## src/rtl/dec_iter_ctrl_fsm.sv

```systemverilog
// dec_iter_ctrl_fsm
// Decode-process controller placed in front of the VNU write-update handshake.
// Sequences one codeword decode: initial load, then per iteration a VNU read
// phase, a wait for the handshake's write-back window, and an iteration
// update, for up to MAX_ITER iterations.
//
// Ports:
//   read_clk            sole clock, rising edge
//   rst                 synchronous active-high reset
//   start_i             one-cycle pulse, starts a decode when idle
//   vnu_wr_i            write-window level from the handshake block
//   syndrome_ok_i       parity check result, sampled at ITER_END (early-term build only)
//   vnu_init_load_en_o  high during the initial-load phase
//   vnu_rd_finish_o     high from read completion until the write window opens
//   iter_update_o       level, toggled once per completed non-final iteration
//   iter_cnt_o          completed-iteration count of the current decode
//   busy_o              high whenever not idle
//   dec_done_o          one-cycle pulse at decode end (normal or aborted)
//   timeout_err_o       sticky write-window timeout flag
//
// Optional feature: define DEC_EARLY_TERM_EN to let syndrome_ok_i end the
// decode at any ITER_END. Without it the decode always runs MAX_ITER iterations.
//
// All outputs are registered and decoded from the next state, so they change
// on the same edge as the state they describe.

module dec_iter_ctrl_fsm #(
  parameter int MAX_ITER    = 10,
  parameter int INIT_CYCLES = 4,
  parameter int RD_CYCLES   = 8,
  parameter int WR_TIMEOUT  = 64,
  parameter int ITER_W      = 4
) (
  input  logic              read_clk,
  input  logic              rst,
  input  logic              start_i,
  input  logic              vnu_wr_i,
  input  logic              syndrome_ok_i,
  output logic              vnu_init_load_en_o,
  output logic              vnu_rd_finish_o,
  output logic              iter_update_o,
  output logic [ITER_W-1:0] iter_cnt_o,
  output logic              busy_o,
  output logic              dec_done_o,
  output logic              timeout_err_o
);

  // One phase counter serves the init, read and write-wait phases; they never
  // overlap, so it is sized for the longest of them.
  localparam int CNT_MAX = (WR_TIMEOUT > INIT_CYCLES)
                         ? ((WR_TIMEOUT > RD_CYCLES) ? WR_TIMEOUT : RD_CYCLES)
                         : ((INIT_CYCLES > RD_CYCLES) ? INIT_CYCLES : RD_CYCLES);
  localparam int CW = $clog2(CNT_MAX + 1);

  localparam logic [CW-1:0]     INIT_LAST  = CW'(INIT_CYCLES - 1);
  localparam logic [CW-1:0]     RD_LAST    = CW'(RD_CYCLES - 1);
  localparam logic [CW-1:0]     TMO_LAST   = CW'(WR_TIMEOUT - 1);
  localparam logic [ITER_W-1:0] MAX_ITER_W = ITER_W'(MAX_ITER);

  typedef enum logic [2:0] {
    S_IDLE,
    S_INIT_LOAD,
    S_VNU_READ,
    S_RD_FIN,
    S_WR_WAIT,
    S_ITER_END,
    S_DONE
  } state_t;

  state_t            state_reg, state_next;
  logic [CW-1:0]     cnt_reg, cnt_next;
  logic [ITER_W-1:0] iter_cnt_next;
  logic              iter_update_next;
  logic              timeout_err_next;

`ifndef DEC_EARLY_TERM_EN
  // Syndrome result has no effect in this build.
  logic syndrome_unused;
  assign syndrome_unused = syndrome_ok_i;
`endif

  always_comb begin
    state_next       = state_reg;
    cnt_next         = cnt_reg;
    iter_cnt_next    = iter_cnt_o;
    iter_update_next = iter_update_o;
    timeout_err_next = timeout_err_o;

    case (state_reg)
      S_IDLE: begin
        if (start_i) begin
          state_next       = S_INIT_LOAD;
          iter_cnt_next    = '0;
          timeout_err_next = 1'b0;
        end
      end
      S_INIT_LOAD: begin
        if (cnt_reg == INIT_LAST) state_next = S_VNU_READ;
      end
      S_VNU_READ: begin
        if (cnt_reg == RD_LAST) state_next = S_RD_FIN;
      end
      S_RD_FIN: begin
        // An open write window wins over a coincident timeout.
        if (vnu_wr_i) begin
          state_next = S_WR_WAIT;
        end else if (cnt_reg == TMO_LAST) begin
          state_next       = S_DONE;
          timeout_err_next = 1'b1;
        end
      end
      S_WR_WAIT: begin
        if (!vnu_wr_i) begin
          state_next = S_ITER_END;
        end else if (cnt_reg == TMO_LAST) begin
          state_next       = S_DONE;
          timeout_err_next = 1'b1;
        end
      end
      S_ITER_END: begin
        // iter_cnt_o already holds the incremented count here.
`ifdef DEC_EARLY_TERM_EN
        if (syndrome_ok_i || iter_cnt_o == MAX_ITER_W) begin
          state_next = S_DONE;
        end else begin
          state_next       = S_VNU_READ;
          iter_update_next = ~iter_update_o;
        end
`else
        if (iter_cnt_o == MAX_ITER_W) begin
          state_next = S_DONE;
        end else begin
          state_next       = S_VNU_READ;
          iter_update_next = ~iter_update_o;
        end
`endif
      end
      S_DONE: begin
        state_next = S_IDLE;
      end
      default: begin
        state_next = S_IDLE;
      end
    endcase

    // Count the iteration on the edge that enters ITER_END, saturating.
    if (state_next == S_ITER_END && iter_cnt_o != MAX_ITER_W) begin
      iter_cnt_next = iter_cnt_o + ITER_W'(1);
    end

    // Restart the phase counter on every state change except RD_FIN->WR_WAIT,
    // where the write-window timeout keeps running across both states.
    if (state_next != state_reg &&
        !(state_reg == S_RD_FIN && state_next == S_WR_WAIT)) begin
      cnt_next = '0;
    end else if (state_reg != S_IDLE) begin
      cnt_next = cnt_reg + CW'(1);
    end
  end

  always_ff @(posedge read_clk) begin
    if (rst) begin
      state_reg          <= S_IDLE;
      cnt_reg            <= '0;
      vnu_init_load_en_o <= 1'b0;
      vnu_rd_finish_o    <= 1'b0;
      iter_update_o      <= 1'b0;
      iter_cnt_o         <= '0;
      busy_o             <= 1'b0;
      dec_done_o         <= 1'b0;
      timeout_err_o      <= 1'b0;
    end else begin
      state_reg          <= state_next;
      cnt_reg            <= cnt_next;
      vnu_init_load_en_o <= (state_next == S_INIT_LOAD);
      vnu_rd_finish_o    <= (state_next == S_RD_FIN);
      iter_update_o      <= iter_update_next;
      iter_cnt_o         <= iter_cnt_next;
      busy_o             <= (state_next != S_IDLE);
      dec_done_o         <= (state_next == S_DONE);
      timeout_err_o      <= timeout_err_next;
    end
  end

endmodule
```

## config.mk

```make
export PLATFORM = sky130hd
export DESIGN_NAME = dec_iter_ctrl_fsm
export DESIGN_NICKNAME = d
export VERILOG_FILES = /design/src/rtl/dec_iter_ctrl_fsm.sv
export SDC_FILE = /design/constraint.sdc
export NUM_CORES = 1
export LEC_CHECK = 0
export ABC_AREA = 1
export BUFFER_PORTS_ARGS = -buffer_cell sky130_fd_sc_hd__buf_2
export CORE_AREA = 2 2 55 57
export DETAILED_ROUTE_END_ITERATION = 12
export DIE_AREA = 0 0 57 59
export GPL_TIMING_DRIVEN = 1
export HOLD_SLACK_MARGIN = 0.15
export PLACE_DENSITY = 0.67
export SYNTH_ARGS = -nofsm -noshare
export SYNTH_HDL_FRONTEND = slang
export SYNTH_SLANG_ARGS = --single-unit
```

## constraint.sdc

```tcl
create_clock -name read_clk -period 2 [get_ports read_clk]
set_clock_uncertainty 0.2 [all_clocks]
set_input_delay 0.4 -clock read_clk [delete_from_list [all_inputs] [get_ports read_clk]]
set_output_delay 0.4 -clock read_clk [all_outputs]
set_load 0.01 [all_outputs]
```

After elaboration in Yosys (flattened, before gate mapping)
Cells that the tools add are included.
{"block": "totals", "out_inout_bits": 10, "word_cells": 62, "reg_bits": 20}
{"block": "op_classes", "reduce_logical": 14, "n_addsub": 2, "n_mux": 16, "n_bitwise": 2, "n_eq_ne": 19}
{"operator": "$mux W3", "n": 7}
{"operator": "$pmux W3 S6", "n": 1}
{"operator": "$eq A3 B3 Y1 const B", "n": 5}
{"operator": "$mux W4", "n": 3}
{"operator": "$eq A3 B2 Y1 const B", "n": 3}
{"operator": "$reduce_bool A3 Y1", "n": 3}
{"operator": "$add A7 B1 Y7 const B", "n": 1}
{"operator": "$eq A7 B2 Y1 const B", "n": 1}
{"operator": "$eq A7 B3 Y1 const B", "n": 1}
{"operator": "$eq A7 B6 Y1 const B", "n": 1}
{"operator": "$eq A3 B1 Y1 const B", "n": 2}
{"operator": "$ne A2 B2 Y1 const B", "n": 3}
{"operator": "$add A4 B1 Y4 const B", "n": 1}
{"operator": "$eq A4 B4 Y1 const B", "n": 1}
{"operator": "$mux W1", "n": 4}
{"operator": "$ne A4 B4 Y1 const B", "n": 1}
{"operator": "$reduce_and A2 Y1", "n": 2}
{"operator": "$reduce_and A4 Y1", "n": 1}
{"operator": "$reduce_bool A2 Y1", "n": 2}
{"operator": "$logic_and A1 B1 Y1", "n": 3}
{"operator": "$logic_not A3 Y1", "n": 1}
{"operator": "$ne A3 B3 Y1", "n": 1}
{"operator": "$pmux W1 S3", "n": 1}
{"operator": "$not A1 Y1", "n": 2}
{"operator": "other kinds (2)", "n": 2}

Logic depth before layout (Yosys ltp)
Gate-level depths: netlist (run 1).
{"block": "logic_depth", "ltp_word": 9, "mapped_depth": 12, "mapped_depth_nobuf": 12}

Least setup slack after synthesis (run 1)
No wires, ideal clock.
{"block": "synth_timing", "path_kind": "reg-to-reg", "from": "register cnt_reg[0]", "to": "register cnt_reg[0]", "slack_ns": 0.413, "arrival_time_ns": 1.271, "path_stages_with_launch": 13, "setup_time_ns": 0.116, "required_time_ns": 1.684, "path_cell_list": "dfxtp_1 -> ha_1 -> nand2_1 -> nor2_1 -> nand2_1 -> nand2_1 -> nand2_1 -> nand3_2 -> nand2_1 -> nand2_1 -> nor2_2 -> nor2_4 -> nor2_1"}
{"block": "synth_between", "elab_chain_cells": 9, "word_cells_on_any_way": 16}
{"item": "start, declared", "line_no": "71", "text": "logic [CW-1:0] cnt_reg, cnt_next;"}
{"item": "start signal, assigned", "line_no": "174", "text": "cnt_reg <= cnt_next;"}
{"item": "$eq A7 B6 Y1", "line_no": "107, 115"}
{"item": "$mux W3", "line_no": "107, 115"}
{"item": "$mux W3 (on tied branches)", "line_no": "113, 105"}
{"item": "$pmux W3 S6", "line_no": "89", "text": "case (state_reg)"}
{"item": "$eq A3 B3 Y1", "line_no": "154", "text": "!(state_reg == S_RD_FIN && state_next == S_WR_WAIT)) begin"}
{"item": "$logic_and A1 B1 Y1", "line_no": "154"}
{"item": "$logic_not A1 Y1", "line_no": "154"}
{"item": "$logic_and A1 B1 Y1", "line_no": "153", "text": "if (state_next != state_reg &&"}
{"item": "$reduce_or A2 Y1 (no line)"}
Parallel ways exist; a longest one is shown, timed or not.
A chain may end at the register's enable or synchronous reset.

Final worst setup path (run 1)
{"block": "layout_timing", "from": "register state_reg[1]", "to": "register cnt_reg[4]"}
{"block": "layout_between", "elab_chain_cells": 8, "word_cells_on_any_way": 20}
{"item": "start, declared", "line_no": "70", "text": "state_t state_reg, state_next;"}
{"item": "start signal, assigned", "line_no": "173", "text": "state_reg <= state_next;"}
{"item": "$mux W3", "line_no": "107, 115"}
{"item": "$mux W3 (on tied branches)", "line_no": "113, 105"}
{"item": "$pmux W3 S6", "line_no": "89"}
{"item": "$eq A3 B3 Y1", "line_no": "154"}
{"item": "$logic_and A1 B1 Y1", "line_no": "154"}
{"item": "$logic_not A1 Y1", "line_no": "154"}
{"item": "$logic_and A1 B1 Y1", "line_no": "153"}
{"item": "$reduce_or A2 Y1 (no line)"}
Parallel ways exist; a longest one is shown, timed or not.

==> run summary, run 1 <==
In this run the critical register-to-register path is launched from state_reg[1]$_SDFF_PP0_. The count of max-cap constraint violations is 0. The via count of the first global-routing pass came out at 866. The number of H-tree levels came out at 1. The area of the mapped netlist is 0.00106 mm². The number of antenna violations at the first check in global routing came out at 0. Synthesis inferred 20 register bits. Once detail routing completed, the nets flagged for antenna violations numbered 0.

The largest driver fanout on the critical path came out at 7. STA classifies the critical path endpoint as a register. The HPWL after detailed placement is 1620 µm. The total iterations of the first detailed-routing run is 4. The worst-case vdd ir drop is 0.000445 V. Counting the buffers created by CTS gives 3. For this block, wires on met1 add up to 926 µm. The largest net degree at the start of global routing is 13. At the end of the flow, the number of nets in the layout was 176. The overall power of the completed layout came out at 0.000803 W. The routed wire length on met3 came out at 101 µm. The footprint of the multi-input gates came out at 578 µm². The I/O pin count came out at 15. For the worst setup path, the data required time is 2.00 ns.

The root buffer cell chosen for the clock tree is clkbuf_4. The flow ran to the end, and the final reports show no timing, DRC or antenna violations. The number of buffers between clock root and the deepest sink came out at 2.

The clock-pin slew of the registers on the worst-case setup and hold paths is 0.11 ns. The global router's overall resource usage came out at 12.6%. The number of filler cells placed in the layout came out at 295. The endpoint of the most critical register-to-register path is cnt_reg[4]$_SDFFE_PP0N_.

The post-synthesis instance total came out at 150. Data on the critical path arrives at its endpoint at 1.78 ns. The average footprint of a synthesized cell came out at 7.07 µm². For this design the static power due to leakage is 0.599 nW.

The maximum clock rate is 0.560 GHz. The setup path with the least slack is of type register to register. The mean routed wirelength per cell is 10.5 µm. The sum of overflow across all layers after global routing is 0. The row count came out at 19. The CTS sink count is 20. The final period utilization is 89.2%.

For the worst-skew pair, the clock arrives at the later sink with an insertion delay of 0.30 ns. The first-pass GRT wire length came out at 3420 µm. The overall die height came out at 59 µm.

For this block, the routed nets add up to 2060 µm of wire. The hold violation total from the final report came out at 0. The final critical-path required period is 1.78 ns.

The region available for standard cell placement spans 0.00271 mm². The post-route setup TNS is 0 ns. The number of buffer cells added on primary ports came out at 13. The violation count after the first detailed-routing iteration came out at 16. The path class of the lowest-slack min-delay path is input port to register. The initial cell density of the core is 39.2%. The die covers 0.00336 mm².

The post-synthesis cell type count is 24. In this run the tightest slew margin relative to its limit is 78.3%. The max-slew violation total from the final report came out at 0.

For the worst flop-to-flop path, the logic depth is 10. The synthesis warning total is 0. The detailed router placed 978 vias in this run. The critical path ends at cnt_reg[4]$_SDFFE_PP0N_.

In the final layout, the share of cells above drive strength 1 is 17.5%. The residual DRC count came out at 0. The top layer reached by signal wires is met4. Measured along the x axis, the die boundary spans 57 µm. The number of setup violations in the final report is 0. The met2 layer wire length in the routed design is 1010 µm. The number of antenna diodes came out at 0.

The post-layout utilization of the core came out at 44.9%. TritonCTS built the clock tree. The number of flip-flops under the largest register name is 7. The total power divided by cell area is 660 mW/mm². The placer's final routability congestion estimate is 0.793. The number of nets in the synthesized netlist came out at 159.

Setup repair after global routing left no endpoint under its margin. The transition at the pin with the smallest max-transition slack is 0.325 ns. The number of vias per cell is 4.96. Relative to the synthesized area, the layout overhead comes to 14.6%. The internal reg-to-reg setup slack came out at 0.22 ns. Tracing the worst setup path back leads to its startpoint at state_reg[1]$_SDFF_PP0_. The element type at the critical path start is a register. The area of all sequential standard cells is 403 µm². The portion of the post-synthesis area used by sequential elements is 37.7%.
-- worst max-delay path, cell delays in order (launching register included) --
cell and delay [ns]:
dfxtp_1 0.37, nor2_1 0.30, nand3_1 0.19, nand2_1 0.09, inv_1 0.05, nand3_2 0.07, nand2_1 0.05, nand2_1 0.08
nor2_2 0.05, nor2_4 0.16, nor2_1 0.07
-- cell usage in the layout, fill, tap and decap left out, types with 3 or more instances in the layout --
master / instances
nand3_2: 3
xor2_1: 6
nand2_1: 36
dfxtp_1: 18
clkbuf_4: 3
nand3_1: 9
a21oi_1: 6
ha_1: 4
nor2_1: 25
buf_2: 13
inv_1: 20
-- report_power, final --
group          internal (W)  switching [W]  leakage (nW)
clock network      0.000203       0.000127        0.0279
registers          0.000406     0.00000569         0.163
logic             0.0000214      0.0000401         0.408
-- layer usage --
metal  vias to the layer above  GRT usage (%)
li1                        506              -
met1                       439           14.1
met2                        28           24.3
met3                         5           1.97
met4                         0           3.99
met5                         -              0
-- stage by stage --
step,instance area [µm²],setup slack (ns),instances,hold slack [ns]
2_1_floorplan,1060,0.413,150,0.273
3_3_place_gp,1160,0.254,193,0.234
3_5_place_dp,1160,0.177,193,0.238
4_1_cts,1210,0.158,197,0.187
5_1_grt,1220,0.0449,197,0.205
6_report,1220,0.216,197,0.187
-- synth_stat cells (all sizes together) --
cell type | count | share of area [%]
a21oi | 6 | 2.8
a41oi | 1 | 0.83
clkbuf | 1 | 0.35
dfxtp | 20 | 38
ha | 4 | 4.7
inv | 21 | 7.4
mux2i | 1 | 0.94
nand2 | 37 | 13
nand3 | 12 | 7.1
nand3b | 1 | 0.71
nand4 | 2 | 1.2
nor2 | 28 | 11
nor3 | 4 | 2.8
o211ai | 1 | 0.71
o21a | 1 | 0.71
o21ai | 2 | 0.94
xnor2 | 2 | 1.7
xor2 | 6 | 5.0
-- area by class of cell --
class	instances	area share (%)
clock buffers	3	1.85
clock inverters	1	2.47
inverters	21	6.48
multi-input cells	108	47.5
flip-flops and latches	20	33.1
well taps	31	3.19
repair buffers	13	5.35
-- worst min path at each step --
stage / start / end / slack (ns) / cells past startpoint
2_1_floorplan: iter_update_o$_SDFFE_PP0P_ / iter_update_o$_SDFFE_PP0P_ / 0.27 / 1
3_3_place_gp: iter_update_o$_SDFFE_PP0P_ / iter_update_o$_SDFFE_PP0P_ / 0.23 / 1
3_5_place_dp: iter_update_o$_SDFFE_PP0P_ / iter_update_o$_SDFFE_PP0P_ / 0.24 / 1
4_1_cts: start_i / vnu_init_load_en_o$_SDFF_PP0_ / 0.19 / 3
5_1_grt: start_i / vnu_init_load_en_o$_SDFF_PP0_ / 0.20 / 3
6_report: rst / iter_cnt_o[1]$_SDFFE_PP0P_ / 0.19 / 2
-- timing repair --
item,in CTS,in global routing
buffers inserted,0,0
setup endpoints to repair,0,6
resized for setup,0,2
hold buffers,0,0
-- cell families after synthesis --
group | synth area share [%]
mux | 0.943
simple gates | 36.2
xor+xnor | 6.60
fa+ha+maj | 4.72
compound gates | 6.01
buf+inv | 7.78
flops | 37.7
Note: power is estimated with default switching activity, not from simulation.
==> inputs of run 2 (changes only) <==
Settings changed: CORE_AREA 2 2 55 57 to 2 2 47 49, DIE_AREA 0 0 57 59 to 0 0 49 51, PLACE_DENSITY 0.67 to 0.85.
==> run summary, run 2 (synthesis gave the netlist of run 1 again) <==
The largest driver fanout on the critical path came out at 7. The first-pass GRT wire length is 3520 µm. The final layout contains 176 nets.

The switching component of the power is 0.000173 W. The cell count after placement is 190. The last element of the critical path is cnt_reg[4]$_SDFFE_PP0N_. The library cell used most frequently in the layout, excluding fill and tap cells, is nand2_1. The via total after detailed routing is 957. The final critical-path required period came out at 1.81 ns. The final instance count without filler cells came out at 194. The violation count after the first detailed-routing iteration is 20.

The maximum clock rate is 0.553 GHz. The worst register-to-register path ends at cnt_reg[4]$_SDFFE_PP0N_. Combinational logic is responsible for 7.6% of the overall power.

The worst endpoint required time came out at 2.01 ns. The via count of the first global-routing pass is 910. The aggregate routed wire length came out at 1990 µm. The endpoint arrival time on the critical path is 1.82 ns.

In this run the tool buffered the top-level ports with 13 buffer cells. STA classifies the critical path endpoint as a register. The tool flagged a number of max-cap violations equal to 0.

The floorplan has 17 rows. TritonCTS created 3 clock buffers. The overall die height came out at 51 µm.

The flow ran to the end, and the final reports show no timing, DRC or antenna violations. Global routing consumed, over all layers together, 18.4% of the routing resources. The number of filler cells placed in the layout came out at 196. The register with the most flip-flops in the layout has 7 of them. The number of antenna violations at the first check in global routing is 0. The overall die area came out at 0.00250 mm². The residual DRC count is 0. The number of buffers between clock root and the deepest sink is 2. At the end of routability-driven placement, the weighted congestion stood at 0.829. The switching share of total power came out at 21.5%. Setup violations remaining at the end of the flow were counted as 0. The worst register-to-register path has a setup slack of 0.19 ns. The path class of the lowest-slack min-delay path is input port to register. Clock tree synthesis found a total of 20 sinks. Relative to the synthesized area, the layout overhead comes to 14.2%. After clock tree synthesis, the clock-pin slew on the worst setup and hold paths is 0.11 ns. The total internal power came out at 0.000630 W. The beginning of the critical path is state_reg[1]$_SDFF_PP0_. The sum of overflow across all layers after global routing is 0.

The HPWL after detailed placement is 1590 µm. The static leakage power came out at 0.599 nW. The transition at the pin with the smallest max-transition slack came out at 0.351 ns. For this configuration, the core starts out at a cell density of 51.4%.

Power spread over the standard cell area amounts to 663 mW/mm². The mean routed wirelength per cell is 10.3 µm. Once detail routing completed, the nets flagged for antenna violations numbered 0.

The max-slew violation total from the final report is 0. The cell depth of the worst flop-to-flop path is 10. The source-to-sink clock delay at the later pin of the worst-skew pair is 0.31 ns.

The clock root buffer master is clkbuf_4. After layout, the worst path uses 90.4% of the clock period. The CTS tree is built.

The register share of total power came out at 51.3%. The area of the core came out at 0.00206 mm². The worst-case vdd ir drop came out at 0.000572 V.

The final hold slack is 0.191 ns. Entering global routing, the biggest net connects 13 pins. The part of the power in the clock network is 41.2%. 15 I/O pins were placed. The number of antenna diodes is 0. Setup repair after global routing left no endpoint under its margin. The kind of critical path is register to register.

The hold violation total from the final report is 0. The fraction of final layout cells sized beyond drive strength 1 came out at 16.9%. The number of vias per cell came out at 4.93. The post-route setup TNS is 0 ns. Headroom to the max-slew limit came out at 76.5%.

The number of H-tree levels came out at 1. The pre-antenna-repair detailed-routing pass consisted of 4 iterations. The chip width is 49 µm. The library cells used most frequently in the layout, excluding fill and tap cells, are 36 x nand2_1, 25 x nor2_1, 20 x inv_1. STA classifies the critical path startpoint as a register. The startpoint identified for the worst register-to-register timing path is state_reg[1]$_SDFF_PP0_.
-- run 2: cell count changes in the layout (fill, tap and decap cells not counted) --
cell / delta
dfxtp_2: -1
dfxtp_1: +1
-- run 2: how the worst min path moves through the flow --
stage	cells after the start	slack, ns	from	end
floorplan	1	0.27	iter_update_o$_SDFFE_PP0P_	iter_update_o$_SDFFE_PP0P_
global placement	1	0.23	iter_update_o$_SDFFE_PP0P_	iter_update_o$_SDFFE_PP0P_
detailed placement	1	0.26	iter_update_o$_SDFFE_PP0P_	iter_update_o$_SDFFE_PP0P_
CTS	3	0.19	start_i	vnu_init_load_en_o$_SDFF_PP0_
global route	3	0.20	start_i	vnu_init_load_en_o$_SDFF_PP0_
finish	3	0.19	start_i	vnu_init_load_en_o$_SDFF_PP0_
-- run 2: stage by stage --
stage          utilization (%)  area [µm²]  worst slack, ns  power, W
3_5_place_dp              56.1        1160            0.206  0.000481
3_3_place_gp              56.1        1160            0.270  0.000479
6_report                  58.7        1210            0.192  0.000803
5_1_grt                   58.7        1210           0.0193  0.000837
4_1_cts                   58.6        1210            0.173  0.000807
2_1_floorplan                -        1060            0.413  0.000464
-- run 2: layer usage --
metal  wire, µm  track usage [%]  up-vias  share of wire, %
li1           -                -      506                 -
met1        800             18.8      424                40
met2       1080             35.4       24                54
met3         85             3.51        3               4.3
met4         24             10.0        0               1.2
met5          0                0        -                 0
-- run 2: what timing repair did --
item,in CTS,in global routing
hold buffers,0,0
resized for setup,0,1
setup endpoints to repair,0,1
setup buffers,0,0
-- run 2: area by class of cell --
cell class / instances / area (µm²) / share of cell area [%]
clock buffers: 3 / 22.5 / 1.86
clock inverters: 1 / 30.0 / 2.48
inverters: 21 / 78.8 / 6.51
multi-input cells: 108 / 578 / 47.7
flip-flops and latches: 20 / 402 / 33.2
well taps: 28 / 35.0 / 2.89
repair buffers: 13 / 65.1 / 5.37
-- run 2: power by group through the flow --
stage	combinational [W]	clock [W]	sequential, W
finish	0.0000608	0.000330	0.000411
global route	0.0000677	0.000357	0.000413
CTS	0.0000617	0.000335	0.000411
detailed placement	0.0000613	0	0.000420
global placement	0.0000590	0	0.000420
floorplan	0.0000431	0	0.000421
-- run 2: worst max-delay path: stages (launching register included) --
cell	delay, ns
dfxtp_1	0.36
nor2_1	0.31
nand3_1	0.22
nand2_1	0.10
inv_1	0.05
nand3_2	0.08
nand2_1	0.05
nand2_1	0.08
nor2_2	0.05
nor2_4	0.15
nor2_1	0.06
